### config.mk
export PLATFORM = sky130hd
export DESIGN_NAME = async_fifo_unit
export DESIGN_NICKNAME = d
export VERILOG_FILES = /design/src/rtl/async_fifo_unit.sv
export SDC_FILE = /design/constraint.sdc
export NUM_CORES = 1
export LEC_CHECK = 0
export BUFFER_PORTS_ARGS = -buffer_cell sky130_fd_sc_hd__buf_2
export CAP_MARGIN = 0
export CORE_ASPECT_RATIO = 0.7
export CORE_MARGIN = 3
export CORE_UTILIZATION = 45
export CTS_CLUSTER_DIAMETER = 100
export DETAILED_ROUTE_END_ITERATION = 10
export GPL_TIMING_DRIVEN = 0
export PLACE_DENSITY = 0.58
export SYNTH_ARGS = -nofsm -noshare
export SYNTH_HDL_FRONTEND = slang
export SYNTH_SLANG_ARGS = --single-unit
### constraint.sdc
create_clock -name clk -period 4.64 [get_ports clk]
set_clock_uncertainty 0.1 [all_clocks]
set_input_delay 0.696 -clock clk [delete_from_list [all_inputs] [get_ports clk]]
set_output_delay 0.696 -clock clk [all_outputs]
set_load 0.02 [all_outputs]
### src/rtl/async_fifo_unit.sv
// Single-clock FIFO with registered data output and registered full/almost-full/
// empty/almost-empty flags computed from next-state pointers.
module async_fifo_unit #(
   parameter int WIDTH = 5,
   parameter int DEPTH = 16
) (
   input  logic             clk,
   input  logic             rst_n,
   input  logic             w_en,
   input  logic [WIDTH-1:0] i_dat,
   output logic             w_full,
   output logic             w_almost_full,
   input  logic             r_en,
   output logic [WIDTH-1:0] o_dat,
   output logic             r_empty,
   output logic             r_almost_empty
);

   localparam int AW = $clog2(DEPTH);
   localparam logic [AW:0] AFULL_CNT  = (AW+1)'(DEPTH - 1);
   localparam logic [AW:0] AEMPTY_CNT = (AW+1)'(1);

   // Handshake: a write is accepted when w_en=1 and w_full=0; a read is
   // accepted when r_en=1 and r_empty=0. Refused requests are silently dropped.

   logic [WIDTH-1:0] mem_q [DEPTH];
   logic [AW:0]      wptr_q, wptr_d;
   logic [AW:0]      rptr_q, rptr_d;
   logic [AW:0]      count_d;
   logic [WIDTH-1:0] dout_q, dout_d;
   logic             full_q, full_d;
   logic             afull_q, afull_d;
   logic             empty_q, empty_d;
   logic             aempty_q, aempty_d;
   logic             wr_acc, rd_acc;

   assign wr_acc = w_en & ~full_q;
   assign rd_acc = r_en & ~empty_q;

   always_comb begin
      wptr_d   = wptr_q;
      rptr_d   = rptr_q;
      dout_d   = dout_q;
      if (wr_acc) wptr_d = wptr_q + 1'b1;
      if (rd_acc) begin
         rptr_d = rptr_q + 1'b1;
         dout_d = mem_q[rptr_q[AW-1:0]];
      end
      // Occupancy wraps naturally in AW+1 bits, giving 0..DEPTH.
      count_d  = wptr_d - rptr_d;
      empty_d  = (wptr_d == rptr_d);
      full_d   = (wptr_d[AW-1:0] == rptr_d[AW-1:0]) && (wptr_d[AW] != rptr_d[AW]);
      afull_d  = (count_d >= AFULL_CNT);
      aempty_d = (count_d <= AEMPTY_CNT);
   end

   always_ff @(posedge clk) begin
      if (!rst_n) begin
         wptr_q   <= '0;
         rptr_q   <= '0;
         dout_q   <= '0;
         full_q   <= 1'b0;
         afull_q  <= 1'b0;
         empty_q  <= 1'b1;
         aempty_q <= 1'b1;
      end else begin
         wptr_q   <= wptr_d;
         rptr_q   <= rptr_d;
         dout_q   <= dout_d;
         full_q   <= full_d;
         afull_q  <= afull_d;
         empty_q  <= empty_d;
         aempty_q <= aempty_d;
      end
   end

   // Storage is not cleared by reset; reset only blocks writes on its cycle.
   always_ff @(posedge clk) begin
      if (rst_n && wr_acc) mem_q[wptr_q[AW-1:0]] <= i_dat;
   end

   assign w_full         = full_q;
   assign w_almost_full  = afull_q;
   assign r_empty        = empty_q;
   assign r_almost_empty = aempty_q;
   assign o_dat          = dout_q;

endmodule

; Word-level counts from Yosys, hierarchy flattened
; Memory sizes are Yosys's and may differ from the RTL's. A register that Yosys moved wholly into a read port is not among the register bits.
; Index checks and enable logic that the tools add are counted.
[word_totals]
register_bits = 14
elab_cells = 26
inputBits = 9
ram_bits = 80
memories = 1
out_inout_bits = 9
[mem_list]
columns = name, words, width, rd, rd_clocked_by_memory_dff, write_ports, line
row1 = mem_q, 16, 5, 1, 1, 1, 26  ; logic [WIDTH-1:0] mem_q [DEPTH];
[op_classes]
n_reduce_logical = 3
muxes = 4
n_addsub = 3
n_eq_ne = 3
n_bitwise = 4
order_cmp = 2
[op_table]
columns = cell, n
row1 = "adder 5 x 1 -> 5 bit, second input constant", 2
row2 = 2-to-1 mux 5 bit, 2
row3 = equality test 5 bit, 1
row4 = "greater-or-equal comparator 5 x 4 -> 1 bit, second input constant", 1
row5 = "less-or-equal comparator 5 x 1 -> 1 bit, second input constant", 1
row6 = subtractor 5 bit, 1
row7 = equality test 4 bit, 1
row8 = bitwise AND 1 bit, 2
row9 = logical AND 1 bit, 2
row10 = 2-to-1 mux 1 bit, 2
row11 = inverter 1 bit, 2
row12 = zero test 1 bit, 1
row13 = inequality test 1 bit, 1

; Longest topological paths before layout
; Gate-level depths: netlist of the first run.
[depth]
depth_word = 5
mapped_depth = 11

; Least setup slack after synthesis of the first run
; OpenSTA, ideal clock, no wires.
[synth_timing]
path_type = input to register
start = in w_en
end = reg afull_q, in the netlist w_almost_full
arrival_time_ns = 2.388
stages = 10
path_buffers = 1
setup_slack_ns = 2.038
setup_ns = 0.115
path_cell_list = nor2b_4 buf_6 xnor2_1 ha_1 inv_1 maj3_2 maj3_2 xor2_1 and4b_1 o21a_1
[synth_between]
elab_chain_cells = 4
[synth_lines]
columns = element, line
row1 = from (decl), 9  ; input logic w_en,
row2 = bitwise AND 1 bit, 37  ; assign wr_acc = w_en & ~full_q;
row3 = 2-to-1 mux 5 bit, 44  ; if (wr_acc) wptr_d = wptr_q + 1'b1;
row4 = subtractor 5 bit, 50  ; count_d = wptr_d - rptr_d;
row5 = greater-or-equal comparator 5 x 4 -> 1 bit, 53  ; afull_d = (count_d >= AFULL_CNT);
row6 = to (signal assigned), 71  ; afull_q <= afull_d;
row7 = to (decl), 32  ; logic afull_q, afull_d;
; Every way passes these cells.
; A chain may end at the register's enable or synchronous reset.

; Worst setup path after layout of the first run
[layout_timing]
start = reg rptr_q[0]
end = reg aempty_q, in the netlist r_almost_empty
[layout_between]
elab_chain_cells = 4
[layout_lines]
columns = element, line
row1 = from (decl), 28  ; logic [AW:0] rptr_q, rptr_d;
row2 = from (signal assigned), 68  ; rptr_q <= rptr_d;
row3 = adder 5 x 1 -> 5 bit, 46  ; rptr_d = rptr_q + 1'b1;
row4 = 2-to-1 mux 5 bit *, 45  ; if (rd_acc) begin
row5 = named net rptr_d[0], 28
row6 = subtractor 5 bit *, 50
row7 = less-or-equal comparator 5 x 1 -> 1 bit *, 54  ; aempty_d = (count_d <= AEMPTY_CNT);
row8 = to (signal assigned), 73  ; aempty_q <= aempty_d;
row9 = to (decl), 34  ; logic aempty_q, aempty_d;
; The timed path passes the listed nets; every way through them passes the cells marked *.

==> out/qor_table.md, run 1 <==
| Result | Reported | Unit |
|:---|:---|:---|
| Post-synth top area cell | edfxtp_1 | - |
| Worst-case setup margin in the final layout | 1.85 | ns |
| Endpoint type of the worst setup path | flop | - |
| Global-route wire length before repair | 12800 | um |
| Number of ports placed on the die boundary | 18 | - |
| Clock latency on the worst-skew pair | 0.34 | ns |
| Die span in x | 120 | um |
| Clk slew on worst S/H paths | 0.07 | ns |
| Maximum clock frequency | 358 | MHz |
| Top post-synthesis cells by area | edfxtp_1 (59%), mux4_2 (14%), dfxtp_1 (9.4%) | - |
| Status | completed | - |
| Required @ worst endpoint | 4.76 | ns |
| Distinct cells, synth | 31 | - |
| Most used standard cell by instance count after synthesis | edfxtp_1 | - |
| Clock tree from TritonCTS | yes | - |
| Detailed-placement wirelength estimate | 5690 | um |
| Startpoint types | flop | - |
| Leading post-synthesis cells by instance count | edfxtp_1 (80), mux4_2 (25), dfxtp_1 (19) | - |
| Ant diodes | 0 | - |
| Number of hold-slack violations in the final timing report | 0 | - |
| Antenna violations before repair | 0 | - |
| Gr ovfl total | 0 | - |
| Share of the clock period used by the worst path after layout | 60.1 | % |
| Number of synthesized flops with an enable pin | 80 | - |
| Die span in y | 85.5 | um |
| Clock sink count | 99 | - |
| Number of buffers added by the clock tree synthesis step | 9 | - |
| Post-cts sizing count | 0 | - |
| Worst vdd ir | 0.327 | mV |
| Overall fraction of global-route tracks in use | 17.6 | % |
| Max-slew violations | 0 | - |
| Final critical delay including setup and external delays | 2.79 | ns |
| Via density per instance | 5.29 | - |
| Via count of the first global-routing pass | 2157 | - |
| Share of final-layout standard cells stronger than drive strength 1 | 25.1 | % |
| Maximum clock insertion buffer count | 2 | - |
| Worst path arrival time | 2.91 | ns |
| Leak pwr | 0.00148 | uW |
| Pre-Repair DR Iteration Count | 5 | - |
| Count of final setup violators | 0 | - |
| Buffer count from post-CTS setup fixing | 0 | - |
| Drt initial violations | 164 | - |
| DR DRC count | 0 | - |
| Unrepaired setup endpoints after global routing | no | - |
| Proportion of synthesized chip area in sequential cells | 68.4 | % |
| Worst min-delay path class | reg2reg | - |
| Vias | 2048 | - |
| IO buf count | 17 | - |
| Area added between synthesis and finish | 13.0 | % |
| Synthesis Warnings | 0 | - |
| Count of state elements after synthesis | 99 | - |
| Actual slew at the worst max-slew pin | 1.06 | ns |
| Total wire length after detailed routing | 7870 | um |
| Core footprint | 0.00862 | mm^2 |
| Share of synthesized registers carrying an async set or reset | 0 | % |
| Total Power Consumption | 1950 | uW |
| Cell Pwr Density | 424 | mW/mm^2 |
| Cell chosen for the clock root | clkbuf_16 | - |
| Routability Congestion | 0.720 | - |
| Number of inserted filler cells in the final layout | 717 | - |
| Final nets | 279 | - |
| Worst-case headroom to the max-slew limit | 29.1 | % |
| Area of the die | 0.0102 | mm^2 |
| Site row count | 28 | - |
| Post-Place Worst Slack | 1.66 | ns |
| Initial Util | 47.2 | % |
| Aggregate negative setup slack | 0 | ns |
| Synthesized area divided by synthesized cell count | 17.4 | um^2 |
| Number of cells produced by synthesis | 234 | - |
| CTS H-Tree Depth | 3 | - |
| Area share of the leading cell type in the synthesized netlist | 59.1 | % |
| Count of nets left with antenna violations after detail routing | 0 | - |
| Total of max-cap violations | 0 | - |
| Synth Net Count | 251 | - |
| Crit path max fanout | 10 | - |
| Predominant post-synthesis flop cell | edfxtp_1 | - |
| # hold bufs at CTS | 0 | - |
| Type of the setup path with the least slack | reg2reg | - |
| Cell area after synthesis | 0.00407 | mm^2 |
| Maximum number of pins on one net before global-route repair | 17 | - |
| Post-DR wirelength/cell | 20.3 | um |
-- layer usage --
metal / GRT usage [%] / vias up / wire length, um
li1: - / 954 / -
met1: 27.1 / 1027 / 3830
met2: 24.2 / 65 / 3400
met3: 6.53 / 2 / 611
met4: 3.43 / 0 / 32
met5: 0 / - / 0
-- flip-flops by register name (all words and copies together) (netlist names) --
register and flops:
rptr_q 5, wptr_q 5, r_empty 1, o_dat 5, mem_q 80, r_almost_empty 1
w_full 1, w_almost_full 1
-- power breakdown --
group | leakage [uW] | internal, uW | switching [uW]
Sequential | 0.000876 | 979 | 13.9
Clock | 0.000144 | 419 | 307
Combinational | 0.000461 | 104 | 126
Total | 0.00148 | 1500 | 447
-- cell type report --
type                    count  area, um^2  share of cell area (%)
flip-flops and latches     99        2780                    60.5
multi-input cells         120        1210                    26.4
clock buffers              10         229                    4.98
well taps                 120         150                    3.27
repair buffers             17        85.1                    1.85
clock inverters             6        65.1                    1.42
plain buffers              12        57.6                    1.25
inverters                   3        11.3                   0.245
-- stage by stage --
stage	hold WS, ns	std cells	area, um^2	utilization (%)
floorplan	0.408	234	4070	-
global placement	0.352	371	4300	49.9
detailed placement	0.356	371	4300	49.9
CTS	0.366	387	4600	53.3
global route	0.381	387	4600	53.3
finish	0.363	387	4600	53.3
-- worst max-delay path, stage by stage (launching register included) --
cell     delay [ns]
dfxtp_1        0.50
buf_2          0.41
xnor2_1        0.22
ha_1           0.20
inv_1          0.06
ha_1           0.18
a21oi_1        0.22
o21ai_1        0.09
a21oi_1        0.18
xor2_1         0.12
o41ai_1        0.41
-- placed cells by master (no fill, tap or decap), types with 2 or more instances in the layout --
cell type / netlist / routed
buf_2: 4 / 21
nand3b_1: 2 / 2
nand2b_1: 3 / 3
a21boi_0: 5 / 5
clkinv_4: 0 / 2
nand2_1: 13 / 13
nand4_1: 4 / 4
edfxtp_1: 80 / 80
clkbuf_16: 0 / 9
mux4_2: 25 / 25
ha_1: 8 / 8
maj3_2: 2 / 2
nor2_1: 15 / 15
nor2b_1: 8 / 8
xnor2_1: 6 / 6
dfxtp_1: 19 / 19
and2_1: 3 / 3
nor3_1: 4 / 4
inv_1: 3 / 3
a21oi_1: 2 / 2
clkbuf_1: 7 / 8
xor2_1: 7 / 7
nand3_1: 4 / 4
-- kinds of logic after synthesis --
group	count (synthesis)	synth area share [%]
xor+xnor	13	2.80
buf+inv	15	1.69
flops	99	68.4
fa+ha+maj	10	3.02
simple gates	59	7.48
compound gates	11	1.82
mux	27	14.8
-- path summary, 6_finish.rpt --
path,start,endpoint,slack [ns],depth (start not counted)
max,rptr_q[0],r_almost_empty,1.85,10
min,o_dat[4],o_dat[4],0.36,2
max reg2reg,rptr_q[0],r_almost_empty,1.85,10
min reg2reg,o_dat[4],o_dat[4],0.36,2
No activity file was read; power rests on OpenSTA's default activity.
==> run 2: changes to the inputs <==
--- a/config.mk
+++ b/config.mk
@@ -13,7 +13,7 @@
 export CTS_CLUSTER_DIAMETER = 100
 export DETAILED_ROUTE_END_ITERATION = 10
 export GPL_TIMING_DRIVEN = 0
-export PLACE_DENSITY = 0.58
+export PLACE_DENSITY = 0.61
 export SYNTH_ARGS = -nofsm -noshare
 export SYNTH_HDL_FRONTEND = slang
 export SYNTH_SLANG_ARGS = --single-unit
==> constraint.sdc (replaced) <==
create_clock -name clk -period 2.33 [get_ports clk]
set_clock_uncertainty 0.1 [all_clocks]
set_input_delay 0.3495 -clock clk [delete_from_list [all_inputs] [get_ports clk]]
set_output_delay 0.3495 -clock clk [all_outputs]
set_load 0.02 [all_outputs]
==> run 2 against run 1 <==
Largest power group unchanged. Combinational power rose to 2.5 times the previous value. Register-to-register slack worse by 1.8 ns. First-iteration DRC count up 29%.
==> out/qor_table.md, run 2 (synthesis results as in run 1) <==
| Result | Reported | Unit |
|:---|:---|:---|
| Leak pwr | 0.00156 | uW |
| Initial Util | 47.2 | % |
| Sw Share | 22.8 | % |
| Core footprint | 0.00862 | mm^2 |
| Total of max-cap violations | 0 | - |
| Clk slew on worst S/H paths | 0.06 | ns |
| Detailed-placement wirelength estimate | 5470 | um |
| Site row count | 28 | - |
| Worst setup path startpoint | w_full | - |
| Number of buffers added by the clock tree synthesis step | 9 | - |
| Share of the clock period used by the worst path after layout | 99.9 | % |
| Maximum clock frequency | 429 | MHz |
| Number of placed instances, taps included | 371 | - |
| Required @ worst endpoint | 2.47 | ns |
| Worst path arrival time | 2.47 | ns |
| Drt initial violations | 211 | - |
| Clock tree from TritonCTS | yes | - |
| Cell chosen for the clock root | clkbuf_16 | - |
| Switching Power | 908 | uW |
| Total wire length after detailed routing | 7960 | um |
| Antenna violations before repair | 0 | - |
| Endpoint type of the worst setup path | flop | - |
| Post-Place Worst Slack | -0.276 | ns |
| Pre-Repair DR Iteration Count | 5 | - |
| Type of the setup path with the least slack | reg2reg | - |
| Via density per instance | 5.30 | - |
| Worst vdd ir | 0.469 | mV |
| Final critical delay including setup and external delays | 2.33 | ns |
| Routability Congestion | 0.758 | - |
| Maximum number of pins on one net before global-route repair | 17 | - |
| # hold bufs at CTS | 0 | - |
| Gr ovfl total | 0 | - |
| Clock sink count | 99 | - |
| Startpoint of the worst register-to-register path | w_full | - |
| Number of hold-slack violations in the final timing report | 0 | - |
| Crit path max fanout | 5 | - |
| Count of nets left with antenna violations after detail routing | 0 | - |
| Worst min-delay path class | in2reg | - |
| Worst-case setup margin in the final layout | 0.00120 | ns |
| CTS H-Tree Depth | 3 | - |
| Highest-count cells in the layout ignoring fill and taps | edfxtp_1 (80), mux4_2 (25), buf_2 (18) | - |
| Final nets | 287 | - |
| Total Power Consumption | 3980 | uW |
| Status | completed | - |
| DR DRC count | 0 | - |
| Area of the die | 0.0102 | mm^2 |
| Area added between synthesis and finish | 17.3 | % |
| Unrepaired setup endpoints after global routing | yes | - |
| Overall fraction of global-route tracks in use | 17.1 | % |
| Vias | 2092 | - |
| Internal Dissipation | 3070 | uW |
| Maximum clock insertion buffer count | 2 | - |
| Number of inserted filler cells in the final layout | 695 | - |
| Die span in y | 85.5 | um |
| Count of final setup violators | 0 | - |
| Most frequent standard cell in the layout excluding fill and tap cells | edfxtp_1 | - |
| Proportion of power drawn by combinational gates | 14.7 | % |
| IO buf count | 17 | - |
| Fraction of power consumed by sequential logic | 49.8 | % |
| Post-DR wirelength/cell | 20.1 | um |
| Cell Pwr Density | 834 | mW/mm^2 |
| Sequential cell area | 0.00280 | mm^2 |
| Die span in x | 120 | um |
| Worst-case headroom to the max-slew limit | 40.3 | % |
| Startpoint types | flop | - |
| Flip-flop count of the largest register, all copies and words added | 80 | - |
| Number of ports placed on the die boundary | 18 | - |
| Share of final-layout standard cells stronger than drive strength 1 | 35.3 | % |
| Global-route wire length before repair | 12200 | um |
| Final standard cell count with taps included and fillers excluded | 395 | - |
| Via count of the first global-routing pass | 2139 | - |
| Clock latency on the worst-skew pair | 0.34 | ns |
| Source of the worst hold timing path | i_dat[1] | - |
| Actual slew at the worst max-slew pin | 0.888 | ns |
| Max-slew violations | 0 | - |
| Multi-input logic area | 0.00129 | mm^2 |
| Ant diodes | 0 | - |
| Clock share of power | 35.5 | % |
run 2: changes by cell type in the layout (fill, tap and decap cells not counted), sizes merged:
| cell | before | now |
|---|---|---|
| buf | 22 | 31 |
| clkbuf | 17 | 16 |
| clkinv | 4 | 5 |
| inv | 4 | 3 |
run 2: path summary, 6_finish.rpt:
check	endpoint	slack, ns	cells past startpoint
worst min-delay path	mem_q[2][1]	0.30	1
worst max register to register	w_almost_full	0.001	10
worst max-delay path	w_almost_full	0.001	10
worst min register to register	o_dat[4]	0.36	2
run 2: power by group through the flow:
stage	sequential (uW)	combinational (uW)	clock, uW
2_1_floorplan	2040	302	0
3_3_place_gp	2010	469	0
3_5_place_dp	2020	468	0
4_1_cts	1980	556	1450
5_1_grt	1980	630	1530
6_report	1980	583	1410
run 2: timing repair:
action / in CTS / in global routing
endpoints found under the setup margin: 8 / 7
pin swaps: 8 / 5
setup buffers: 9 / 1
gates resized for setup: 20 / 10
hold endpoints to repair: 0 / 0
run 2: per-layer routing:
layer | GRT usage [%] | wire (um) | vias up
met5 | 0 | 0 | -
met4 | 5.61 | 113 | 0
met3 | 5.67 | 632 | 9
met2 | 22.6 | 3300 | 58
met1 | 26.6 | 3910 | 1057
li1 | - | - | 968
run 2: area by class of cell:
class | instances | area share [%]
clock buffers | 10 | 4.80
plain buffers | 10 | 1.55
repair buffers | 27 | 3.36
multi-input cells | 120 | 27.1
inverters | 3 | 0.236
well taps | 120 | 3.15
flip-flops and latches | 99 | 58.6
clock inverters | 6 | 1.18
run 2: per-stage QoR:
| stage | util, % | area [um^2] | setup TNS (ns) | hold slack [ns] |
|---|---|---|---|---|
| global placement | 50.0 | 4310 | -0.907 | 0.356 |
| CTS | 55.0 | 4740 | 0 | 0.293 |
| detailed placement | 50.0 | 4310 | -0.707 | 0.361 |
| floorplan | - | 4070 | 0 | 0.348 |
| global route | 55.4 | 4770 | -0.122 | 0.307 |
| finish | 55.4 | 4770 | 0 | 0.305 |
run 2: worst max-delay path: stages, from the launching register on:
cell     delay, ns
dfxtp_2       0.36
nor2b_4       0.05
buf_6         0.12
xnor2_2       0.20
ha_2          0.21
inv_1         0.06
maj3_2        0.30
maj3_2        0.30
xor2_1        0.16
and4b_1       0.20
o21a_1        0.16
